===== config.mk =====
export PLATFORM = sky130hd
export DESIGN_NAME = rv_mul_pipe
export DESIGN_NICKNAME = d
export VERILOG_FILES = /design/src/rtl/rv_mul_pipe.sv
export SDC_FILE = /design/constraint.sdc
export NUM_CORES = 2
export LEC_CHECK = 0
export ABC_AREA = 1
export BUFFER_PORTS_ARGS = -buffer_cell sky130_fd_sc_hd__clkbuf_2
export CORE_MARGIN = 10
export CORE_UTILIZATION = 30
export DETAILED_ROUTE_END_ITERATION = 8
export GPL_TIMING_DRIVEN = 0
export MAX_ROUTING_LAYER = met4
export PLACE_DENSITY_LB_ADDON = 0.1
export SYNTH_ARGS = -nofsm -noshare
export SYNTH_HDL_FRONTEND = slang
export SYNTH_SLANG_ARGS = --single-unit
export TNS_END_PERCENT = 1

===== constraint.sdc =====
create_clock -name clk -period 17.9 [get_ports clk]
set_input_delay 3.58 -clock clk [delete_from_list [all_inputs] [get_ports clk]]
set_output_delay 3.58 -clock clk [all_outputs]
set_load 0.1 [all_outputs]

===== src/rtl/rv_mul_pipe.sv =====
// Pipelined RV32M multiply unit (MUL/MULH/MULHSU/MULHU) with valid/ready flow control and flush.
// Results leave in acceptance order after STAGES cycles, carrying their destination tag.
module rv_mul_pipe #(
    parameter int WIDTH  = 32,
    parameter int STAGES = 3,
    parameter int TAG_W  = 5
) (
    input  logic             clk,
    input  logic             rst,
    input  logic             in_valid,
    output logic             in_ready,
    input  logic [2:0]       func3,
    input  logic [WIDTH-1:0] rs1,
    input  logic [WIDTH-1:0] rs2,
    input  logic [TAG_W-1:0] rd_tag_in,
    input  logic             flush,
    output logic             out_valid,
    input  logic             out_ready,
    output logic [WIDTH-1:0] result_out,
    output logic [TAG_W-1:0] rd_tag_out,
    output logic             illegal_out,
    output logic             busy
);

    localparam int PW = 2 * WIDTH;

    function automatic logic [WIDTH-1:0] select_half(input logic [2:0] f, input logic [PW-1:0] p);
        logic [WIDTH-1:0] r;
        case (f)
            3'b000:                 r = p[WIDTH-1:0];
            3'b001, 3'b010, 3'b011: r = p[PW-1:WIDTH];
            default:                r = '0;
        endcase
        return r;
    endfunction

    logic [STAGES-1:0] valid_r;
    logic [TAG_W-1:0]  tag_r  [STAGES];
    logic [2:0]        func_r [STAGES-1];
    logic [WIDTH:0]    opa_r;
    logic [WIDTH:0]    opb_r;
    logic [WIDTH-1:0]  result_r;
    logic              illegal_r;

    logic              advance;
    logic              sext_a;
    logic              sext_b;
    logic [PW-1:0]     opa_x;
    logic [PW-1:0]     opb_x;
    logic [PW-1:0]     prod_c;
    logic [PW-1:0]     pre_sel;

    assign advance  = !valid_r[STAGES-1] || out_ready;
    assign in_ready = advance && !flush;
    assign sext_a   = (func3 == 3'b001) || (func3 == 3'b010);
    assign sext_b   = (func3 == 3'b001);

    // The low 2*WIDTH bits of the (WIDTH+1)-bit signed product equal those of the
    // same operands sign-extended to 2*WIDTH, which keeps every width exact.
    assign opa_x  = {{(WIDTH-1){opa_r[WIDTH]}}, opa_r};
    assign opb_x  = {{(WIDTH-1){opb_r[WIDTH]}}, opb_r};
    assign prod_c = opa_x * opb_x;

    generate
        if (STAGES == 2) begin : g_short
            assign pre_sel = prod_c;
        end else begin : g_long
            logic [PW-1:0] prod_r [STAGES-2];

            // Product retiming registers between stage 1 and the last stage
            always_ff @(posedge clk) begin
                if (advance) begin
                    prod_r[0] <= prod_c;
                    for (int i = 1; i < STAGES - 2; i++) begin
                        prod_r[i] <= prod_r[i-1];
                    end
                end
            end

            assign pre_sel = prod_r[STAGES-3];
        end
    endgenerate

    // Stage-0 operand capture with per-func3 sign extension
    always_ff @(posedge clk) begin
        if (advance) begin
            opa_r <= {sext_a & rs1[WIDTH-1], rs1};
            opb_r <= {sext_b & rs2[WIDTH-1], rs2};
        end
    end

    // Valid/tag/func shift chain and registered output stage; flush beats out_ready
    always_ff @(posedge clk or posedge rst) begin
        if (rst) begin
            valid_r   <= '0;
            result_r  <= '0;
            illegal_r <= 1'b0;
            for (int i = 0; i < STAGES; i++) begin
                tag_r[i] <= '0;
            end
            for (int i = 0; i < STAGES - 1; i++) begin
                func_r[i] <= 3'b000;
            end
        end else if (flush) begin
            valid_r <= '0;
        end else if (advance) begin
            valid_r   <= {valid_r[STAGES-2:0], in_valid};
            tag_r[0]  <= rd_tag_in;
            func_r[0] <= func3;
            for (int i = 1; i < STAGES; i++) begin
                tag_r[i] <= tag_r[i-1];
            end
            for (int i = 1; i < STAGES - 1; i++) begin
                func_r[i] <= func_r[i-1];
            end
            result_r  <= select_half(func_r[STAGES-2], pre_sel);
            illegal_r <= func_r[STAGES-2][2];
        end
    end

    assign out_valid   = valid_r[STAGES-1];
    assign result_out  = result_r;
    assign rd_tag_out  = tag_r[STAGES-1];
    assign illegal_out = illegal_r;
    assign busy        = |valid_r;

endmodule


==> impl_metrics.tcl <==
set metrics [dict create \
    die_y_um 416 \
    synth.cell_area_um2 47100 \
    arrival_ns 10.26 \
    reg2reg_to "g_long.prod_r[0][56]" \
    grt_use_met3 0.0317 \
    grt_pass1_vias 39701 \
    fmax_ghz 0.100 \
    fin_cells 7886 \
    hold_path_depth 2 \
    synth.most_common_cell "inv_1" \
    cpMaxStageDelayCell "fa_1" \
    synth_flop_cell "edfxtp_1" \
    port_buffers 117 \
    status "finished with violations" \
    hold_violations 0 \
    core_area_um2 156000 \
    worst_pin_slew_ns 1.59 \
    area_growth_pct 8.31 \
    post_cts_buffers 0 \
    holdCritStartpoint "tag_r[13]" \
    rr_worst_depth 24 \
    seq_area_frac_synth 0.113 \
    grt_most_used_layer "met2" \
    critPathMostFrequentCell "fa_1" \
    drt_iter0_drc 3046 \
    overflow 0 \
    htreeDepth 4 \
    postCtsHoldBufs 0 \
    path_cells "clkbuf_1, clkbuf_1, nand2_1, inv_1, fa_1, fa_1, fa_2, inv_1, fa_1, inv_1, fa_1, fa_1, fa_1, inv_1, fa_1, inv_1, ha_1, nand2_1, nor2_1, inv_1, nor4_2, o21ai_0, nand4_1, nand2_1" \
    critPathLaunchType "flop" \
    cp.required_ns 18.19 \
    viasPerCell 4.65 \
    cts_buffers 17 \
    violations "capacitance limit, slew limit" \
    clock_skew_ns 0.0257 \
    synthesis.area_per_instance_um2 8.31 \
    initial_utilization 0.302 \
    fin_crit_ns 9.97 \
    drtAntennaViolNets 0 \
    synth-seq-cells 187 \
    gr-usage-met1 0.317 \
    cp_max_fo 10 \
    clk_transition_reported_paths_ns 0.10 \
    yosysWarnings 0 \
    vias 36690 \
    rrSetupSlack_ns 7.93 \
    use_met2 0.400 \
    route.detailed.drc 0 \
    hold_end "tag_r[8]" \
    synth_top_area_frac 0.478 \
    setup_tns_ns 0 \
    syn-num-nets 7087 \
    hp-class "reg -> reg" \
    post-dp-hpwl_um 173000 \
    critPathKind "reg -> reg" \
    post-place-cells 7851 \
    nets 7226 \
    ys_types 43 \
    final-setup-viol-count 0 \
    cts-resized-gates 0 \
    netlist_top_cells_count "inv_1 (1,784), nand2_1 (1,489), fa_1 (1,125)" \
    max_stage_delay_ns 1.28 \
    die_area_um2 173000 \
    grt_pass1_wl_um 294000 \
    gp_congestion 0.960 \
    cts_root_buffer "clkbuf_16" \
    async_reset_ff_frac 0.305 \
    cap_violations 4 \
    drive_above_1_share 0.0412 \
    yosysTopAreaCell "fa_1" \
    slew-limit-headroom -0.0580 \
    die_x_um 416 \
    maxSlewViolCount 43 \
    first_pass_iters 6 \
    rsz0062_at_grt "no" \
    ios 118 \
    rows 145 \
    clockBufferDepth 2 \
    cp-end-kind "flop" \
    antenna_found_initial 10 \
    cts_sinks 187 \
    synth_edf_count 130 \
    timing.final.crit_share 0.557 \
    clock_latency_ns 0.57 \
    synth_area_leaders "fa_1 (48%), inv_1 (14%), nand2_1 (12%)" \
    drt_wl_total_um 204000 \
    grt.total_usage 0.246 \
    avgRoutedWirePerCell_um 25.9 \
    reg2reg_from "opa_r[32]" \
    cts_tree "yes" \
    grt_max_degree 53 \
    syn_inst 5673 \
]
critical path, delay by kind of cell, from the launching register on:
family	cells	cell delay, ns
DFF	1	0.35
buffers and inverters	8	2.26
and+or+nand+nor	6	1.14
AOI/OAI and AO/OA	1	0.20
adders and majority gates	9	5.68
routing by layer:
layer | up-vias | share of wire
li1 | 16011 | -
met1 | 19276 | 0.43
met2 | 1189 | 0.47
met3 | 214 | 0.057
met4 | 0 | 0.041
met5 | - | 0
cell families (layout without fill, tap and decap cells):
family                     count (synthesis)  after routing  share of synthesized area
AOI/OAI and AO/OA                        199            199                     0.0233
buffers and inverters                   2078           2230                      0.166
other                                      0              3                          0
and+or+nand+nor                         1820           1820                      0.154
xor gates and xnor gates                  52             52                    0.00966
adders and majority gates               1337           1337                      0.534
DFF                                      187            187                      0.113
how the worst max path moves through the flow:
stage	from	endpoint	slack (ns)	depth (start not counted)
final	opa_r[32]	g_long.prod_r[0][56]	7.93	24
after global routing	opa_r[32]	g_long.prod_r[0][57]	7.50	26
after CTS	opa_r[32]	g_long.prod_r[0][56]	7.93	24
after detailed placement	opa_r[32]	g_long.prod_r[0][62]	7.97	26
after global placement	out_ready	in_ready	3.19	7
after floorplan	out_ready	in_ready	6.14	5
final cells by class:
| cell class | instances | area, um2 |
|---|---|---|
| inverter | 1790 | 6720 |
| sequential | 187 | 5330 |
| clock inverter | 15 | 236 |
| tap | 2058 | 2570 |
| multi-input combinational | 3408 | 34000 |
| timing repair buffer | 120 | 661 |
| buffer | 288 | 1110 |
| antenna | 3 | 7.51 |
| clock buffer | 17 | 425 |
| fill | 16866 | 105000 |
through the flow:
stage          worst slack (ns)  cell area, um2   util  hold WS [ns]
2_1_floorplan              6.14           47100      -         0.442
3_3_place_gp               3.19           50300  0.322         0.453
3_5_place_dp               7.97           50400  0.323         0.451
4_1_cts                    7.93           51000  0.327         0.452
5_1_grt                    7.50           51000  0.327         0.501
6_report                   7.93           51100  0.327         0.456
state kept, by name, indices dropped and copies added, names as in the netlist:
signal,flops
valid_r,3
result_out,32
opa_r,33
func_r,6
illegal_out,1
tag_r,10
opb_r,33
g_long.prod_r,64
rd_tag_out,5
layout by cell type (no fill, tap or decap), types with 3 or more instances in the layout:
cell type	count
edfxtp_1	130
nand2_1	1488
nor2_1	141
o21ai_1	11
nor2_2	16
clkbuf_2	120
nand4_1	16
dfrtp_1	57
inv_12	7
nand2_2	16
inv_1	1783
o21ai_0	76
a21oi_1	78
a21boi_0	3
diode_2	3
o21bai_1	12
a21o_1	5
nand3_2	9
buf_2	4
clkinv_8	4
inv_2	5
xor2_1	38
xnor2_1	14
clkbuf_1	275
buf_4	5
fa_1	1124
nand3_1	102
or2_2	10
nor3_1	6
a21oi_2	7
clkbuf_16	17
ha_1	212
nor2_4	3
Power is left out: the tool's default activity adds up to more than one toggle a clock period on the data nets, which glitch-free logic cannot reach.
